===== src/rtl/rst_seq_pkg.sv =====
// Reset sequencer shared types: FSM state encoding and parameter defaults.
// Imported by rst_seq_gen and its testbench.
package rst_seq_pkg;

    localparam int unsigned HOLD_CYCLES_DEF = 16;
    localparam int unsigned STAGE_GAP_DEF   = 8;
    localparam int unsigned LOCK_FILTER_DEF = 4;

    typedef enum logic [1:0] {
        ST_ASSERT    = 2'd0,
        ST_WAIT_LOCK = 2'd1,
        ST_RELEASE   = 2'd2,
        ST_RUN       = 2'd3
    } seq_state_e;

endpackage


===== src/rtl/rst_seq_gen_sync_2ff.sv =====
// sync_2ff: 1-bit two-flop synchronizer, async reset to 0.
// Ports: clk, rst_asyn (active-high), d (async in), q (synchronized out).
module sync_2ff (
    input  logic clk,
    input  logic rst_asyn,
    input  logic d,
    output logic q
);

    logic meta_q;
    logic sync_q;

    always_ff @(posedge clk or posedge rst_asyn) begin
        if (rst_asyn) begin
            meta_q <= 1'b0;
            sync_q <= 1'b0;
        end else begin
            meta_q <= d;
            sync_q <= meta_q;
        end
    end

    assign q = sync_q;

endmodule


===== src/rtl/rst_seq_gen.sv =====
// rst_seq_gen: staged reset sequencer gated by a filtered PLL lock.
// Ports: clk, rst_asyn (async, active-high), pll_locked, sw_rst_req (async
// inputs); rst_stage[2:0] (bit 0 released first), rst_done, busy (outputs).
module rst_seq_gen
    import rst_seq_pkg::*;
#(
    parameter int unsigned HOLD_CYCLES = HOLD_CYCLES_DEF,
    parameter int unsigned STAGE_GAP   = STAGE_GAP_DEF,
    parameter int unsigned LOCK_FILTER = LOCK_FILTER_DEF
) (
    input  logic       clk,
    input  logic       rst_asyn,
    input  logic       pll_locked,
    input  logic       sw_rst_req,
    output logic [2:0] rst_stage,
    output logic       rst_done,
    output logic       busy
);

    // Hold and gap counters only ever reach MAX-1; lock counter reaches MAX.
    localparam int unsigned HOLD_W = $clog2(HOLD_CYCLES);
    localparam int unsigned GAP_W  = $clog2(STAGE_GAP + 1);
    localparam int unsigned LOCK_W = $clog2(LOCK_FILTER + 1);

    localparam logic [HOLD_W-1:0] HOLD_LAST = HOLD_W'(HOLD_CYCLES - 1);
    localparam logic [GAP_W-1:0]  GAP_LAST  = GAP_W'(STAGE_GAP - 1);
    localparam logic [LOCK_W-1:0] LOCK_MAX  = LOCK_W'(LOCK_FILTER);

    logic lock_sync;
    logic sw_sync;

    sync_2ff u_sync_lock (
        .clk      (clk),
        .rst_asyn (rst_asyn),
        .d        (pll_locked),
        .q        (lock_sync)
    );

    sync_2ff u_sync_sw (
        .clk      (clk),
        .rst_asyn (rst_asyn),
        .d        (sw_rst_req),
        .q        (sw_sync)
    );

    seq_state_e        state_q, state_d;
    logic [HOLD_W-1:0] hold_q, hold_d;
    logic [GAP_W-1:0]  gap_q, gap_d;
    logic [LOCK_W-1:0] lock_cnt_q, lock_cnt_d;
    logic              sw_prev_q, sw_prev_d;
    logic [2:0]        stage_q, stage_d;
    logic              done_q, done_d;
    logic              busy_q, busy_d;

    logic lock_ok;
    logic sw_req;
    logic go_assert;

    assign lock_ok = (lock_cnt_q == LOCK_MAX);
    assign sw_req  = sw_sync & ~sw_prev_q;

    always_comb begin
        sw_prev_d  = sw_sync;
        lock_cnt_d = lock_cnt_q;
        if (!lock_sync) begin
            lock_cnt_d = '0;
        end else if (lock_cnt_q != LOCK_MAX) begin
            lock_cnt_d = lock_cnt_q + 1'b1;
        end
    end

    always_comb begin
        state_d   = state_q;
        hold_d    = hold_q;
        gap_d     = gap_q;
        stage_d   = stage_q;
        done_d    = done_q;
        busy_d    = busy_q;
        go_assert = 1'b0;

        unique case (state_q)
            ST_ASSERT: begin
                stage_d = 3'b111;
                done_d  = 1'b0;
                busy_d  = 1'b1;
                // Lock loss is ignored here; only a sw request restarts.
                if (sw_req) begin
                    hold_d = '0;
                end else if (hold_q == HOLD_LAST) begin
                    hold_d  = '0;
                    state_d = ST_WAIT_LOCK;
                end else begin
                    hold_d = hold_q + 1'b1;
                end
            end
            ST_WAIT_LOCK: begin
                if (sw_req) begin
                    go_assert = 1'b1;
                end else if (lock_ok) begin
                    state_d = ST_RELEASE;
                    stage_d = 3'b110;
                    gap_d   = '0;
                end
            end
            ST_RELEASE: begin
                if (sw_req || !lock_ok) begin
                    go_assert = 1'b1;
                end else if (gap_q == GAP_LAST) begin
                    gap_d = '0;
                    if (stage_q[1]) begin
                        stage_d = 3'b100;
                    end else begin
                        stage_d = 3'b000;
                        done_d  = 1'b1;
                        busy_d  = 1'b0;
                        state_d = ST_RUN;
                    end
                end else begin
                    gap_d = gap_q + 1'b1;
                end
            end
            ST_RUN: begin
                if (sw_req || !lock_ok) begin
                    go_assert = 1'b1;
                end
            end
            default: begin
                go_assert = 1'b1;
            end
        endcase

        if (go_assert) begin
            state_d = ST_ASSERT;
            stage_d = 3'b111;
            done_d  = 1'b0;
            busy_d  = 1'b1;
            hold_d  = '0;
            gap_d   = '0;
        end
    end

    always_ff @(posedge clk or posedge rst_asyn) begin
        if (rst_asyn) begin
            state_q    <= ST_ASSERT;
            hold_q     <= '0;
            gap_q      <= '0;
            lock_cnt_q <= '0;
            sw_prev_q  <= 1'b0;
            stage_q    <= 3'b111;
            done_q     <= 1'b0;
            busy_q     <= 1'b1;
        end else begin
            state_q    <= state_d;
            hold_q     <= hold_d;
            gap_q      <= gap_d;
            lock_cnt_q <= lock_cnt_d;
            sw_prev_q  <= sw_prev_d;
            stage_q    <= stage_d;
            done_q     <= done_d;
            busy_q     <= busy_d;
        end
    end

    assign rst_stage = stage_q;
    assign rst_done  = done_q;
    assign busy      = busy_q;

endmodule


===== config.mk =====
export PLATFORM = sky130hd
export DESIGN_NAME = rst_seq_gen
export DESIGN_NICKNAME = d
export VERILOG_FILES = /design/src/rtl/rst_seq_pkg.sv /design/src/rtl/rst_seq_gen_sync_2ff.sv /design/src/rtl/rst_seq_gen.sv
export SDC_FILE = /design/constraint.sdc
export NUM_CORES = 1
export LEC_CHECK = 0
export ABC_AREA = 1
export BUFFER_PORTS_ARGS = -buffer_cell sky130_fd_sc_hd__buf_2
export CORE_MARGIN = 2
export CORE_UTILIZATION = 45
export DETAILED_ROUTE_END_ITERATION = 7
export PLACE_DENSITY = 0.67
export SLEW_MARGIN = 20
export SYNTH_ARGS = -nofsm -noshare
export SYNTH_HDL_FRONTEND = slang
export SYNTH_SLANG_ARGS = --single-unit

===== constraint.sdc =====
create_clock -name clk -period 1.79 [get_ports clk]
set_input_delay 0.0895 -clock clk [delete_from_list [all_inputs] [get_ports clk]]
set_output_delay 0.0895 -clock clk [all_outputs]
set_load 0.02 [all_outputs]

==> run summary <==
final WL: 2.381 mm
Mean Syn Cell Area: 8.592 µm²
1st-pass router iterations: 4
HPWL Detailed: 1.691 mm
Worst Max-Slew Pin Slew: 0.2921 ns
fill count: 234
asr flop ratio synth: 1.000
crit end category: register
clock slew at reported path FFs: 0.14 ns
DRT iter0 DRCs: 20
sw frac: 0.4702
CP required: 2.03 ns
internal power: 1265 µW
vias per cell: 5.005
Final Max Tran Viols: 0
num rows: 18
routed via count: 961
Multi-input gate area: 575.6 µm²
Nets: 176
P_leak: 0.0007286 µW
Buffers on Ports: 8
setup violators final: 0
Mapped Area: 1229 µm²
n_diodes: 0
Sequential Power Share: 0.333
post-layout total power: 2388 µW
Area growth, synth to finish: 15.17%
unrepaired setup endpoints after global routing: true
Clk Latency, worst-skew pair: 0.32 ns
drt drc: 0
CTS tree: done
crit path kind: register to register
first-pass GRT wire length: 4.222 mm
Clock Skew: 0.006056 ns
Peak Freq: 0.5832 GHz
register area: 581.8 µm²
Post-Synthesis Cells: 143
clock tree buffer depth: 2
Max-slew headroom: 0.8053
initial antenna violation count: 0
CP Launch Type: register
sequential area share after synthesis: 0.4725
routability cong.: 0.8484
Final Util: 0.5610
CTS Sinks: 23
synth unique cells: 23
die extent in y: 56.26 µm
worst hold-check path type: input port to asynchronous set/reset pin
H-tree depth: 1
Pwr Density: 1687 nW/µm²
All-Layer GR Usage: 0.1697
Mapped Nets: 156
number of I/O pins: 9
vias in the first global route: 940
share of layout cells above drive strength 1: 0.2222
die area: 3165 µm²
#FFs+latches synth: 23
Crit Path Max Fanout: 8
total grt overflow: 0
TritonCTS buffer count: 3
Switching Power: 1123 µW
Gate power share: 0.560
Fin. Hold Viols: 0
outcome: finished, final reports clean
VDD IR max: 947.3 µV
Initial Util: 0.4871
Die Wd: 56.26 µm
main flop type after synthesis: dfrtp_1
CTS root buf: clkbuf_4
minimum clock period: 1.715 ns
Antenna Nets Post-Route: 0
number of synthesized flops with an enable pin: 0
Clock power frac: 0.107
final critical-path share of the clock period: 0.9579
core area: 2522 µm²
largest net degree at the start of global routing: 24
max cap viols: 0
synth warn: 0
Wirelength per Cell: 12.40 µm
CP arrival: 1.95 ns
routing by layer:
layer	global-route usage	part of all wire	vias to the layer above
met5	0	0	-
met4	0.06803	0.0063	0
met3	0.02765	0.018	2
met2	0.2706	0.50	11
met1	0.2304	0.47	447
li1	-	-	501
power groups by stage:
stage	Sequential, µW	Clock [µW]	Combinational, µW
2_1_floorplan	858	0	898
3_5_place_dp	811	0	1230
3_3_place_gp	802	0	1220
5_1_grt	815	289	1550
4_1_cts	800	265	1250
6_report	795	256	1340
worst max-delay path, cell delays in order (launching register included):
cell and delay (ns):
dfrtp_1 0.42, inv_1 0.11, ha_2 0.24, nand3_1 0.12
nand2_2 0.12, nand2_2 0.08, o21ai_1 0.18, nand2_2 0.14
o21ai_0 0.21
kinds of logic (layout without fill, tap and decap cells):
kind of cell               after synthesis  in the layout  share of synthesized area
and+or+nand+nor                         64             64                     0.2536
AOI/OAI and AO/OA                       21             21                    0.09470
DFF                                     23             23                     0.4725
adders and majority gates                9              9                    0.09165
xor gates and xnor gates                 2              2                    0.01426
buffers and inverters                   24             43                    0.07331
cell type report:
class / count / area share
timing repair buffer: 15 / 0.07073
sequential: 23 / 0.4111
multi-input combinational: 96 / 0.4067
clock buffer: 3 / 0.01592
clock inverter: 1 / 0.005305
tap: 30 / 0.02653
inverter: 24 / 0.06366
sequential cells by signal, indices dropped and copies added, names as in the netlist:
| signal | count |
|---|---|
| busy | 1 |
| state_q | 2 |
| rst_stage | 3 |
| rst_done | 1 |
| u_sync_sw.meta_q | 1 |
| gap_q | 4 |
| lock_cnt_q | 3 |
| u_sync_lock.q | 1 |
| u_sync_lock.meta_q | 1 |
| sw_prev_q | 1 |
| u_sync_sw.q | 1 |
| hold_q | 4 |
stage by stage:
stage | cell area [µm²] | TNS, ns | instances | hold slack (ns) | setup slack (ns)
2_1_floorplan | 1229 | 0 | 143 | 0.08846 | 0.2358
3_3_place_gp | 1321 | 0 | 183 | 0.1379 | 0.04771
3_5_place_dp | 1321 | 0 | 183 | 0.1488 | 0.04755
4_1_cts | 1381 | 0 | 190 | 0.3344 | 0.02042
5_1_grt | 1415 | -0.1632 | 192 | 0.3730 | -0.03204
6_report | 1415 | 0 | 192 | 0.3468 | 0.07531
timing repair:
item,4_1_cts,5_1_grt
endpoints found under the hold margin,21,0
hold buffers,3,0
setup endpoints to repair,0,11
resized for setup,0,6
setup buffers,0,2
cell usage after synthesis, types with 2 or more instances:
| master | count | area [µm²] |
|---|---|---|
| o21ai_0 | 7 | 35.03 |
| nand4_1 | 2 | 12.51 |
| nand2_1 | 30 | 112.6 |
| dfrtp_1 | 19 | 475.5 |
| nand3_1 | 15 | 75.07 |
| nand2_2 | 5 | 31.28 |
| nand3_2 | 2 | 20.02 |
| inv_1 | 23 | 86.33 |
| a21oi_1 | 3 | 15.01 |
| nor3_1 | 2 | 10.01 |
| ha_1 | 9 | 112.6 |
| xnor2_1 | 2 | 17.52 |
| dfstp_2 | 4 | 105.1 |
| nor2_1 | 5 | 18.77 |
| o21ai_1 | 7 | 35.03 |
cell usage in the layout, fill, tap and decap left out:
cell / Yosys / layout
nand2_1: 30 / 30
clkbuf_4: 0 / 3
or2_2: 1 / 1
dfrtp_2: 0 / 1
nor3_1: 2 / 2
ha_1: 9 / 8
ha_2: 0 / 1
dfrtp_1: 19 / 18
nand3_1: 15 / 14
a22oi_1: 1 / 1
o21ai_1: 7 / 7
nor2_2: 0 / 1
nor2_1: 5 / 4
dfstp_2: 4 / 4
buf_2: 0 / 8
nand2_2: 5 / 5
o32ai_1: 1 / 1
buf_4: 0 / 4
nand3_2: 2 / 3
nand3_4: 1 / 1
a21oi_1: 3 / 3
inv_2: 1 / 2
dlygate4sd3_1: 0 / 3
xnor2_1: 2 / 2
o21ai_0: 7 / 7
o21ai_4: 0 / 1
a31oi_1: 1 / 1
nand3b_1: 1 / 1
clkinvlp_4: 0 / 1
inv_1: 23 / 22
nand4_1: 2 / 2
worst paths after layout:
path,cells after the start,endpoint,start,slack (ns)
setup / recovery,8,gap_q[0]$_DFFE_PP0P_,state_q[1]$_DFFE_PP0P_,0.08
setup reg to reg,8,gap_q[0]$_DFFE_PP0P_,state_q[1]$_DFFE_PP0P_,0.08
hold / removal,4,u_sync_lock.meta_q$_DFF_PP0_,rst_asyn,0.35
hold reg to reg,0,u_sync_lock.q$_DFF_PP0_,u_sync_lock.meta_q$_DFF_PP0_,0.37
max in group asynchronous,4,rst_stage[0]$_DFFE_PP1P_,rst_asyn,1.15
min in group clk,0,u_sync_lock.q$_DFF_PP0_,u_sync_lock.meta_q$_DFF_PP0_,0.37
Power figures use the tool's default switching activity.
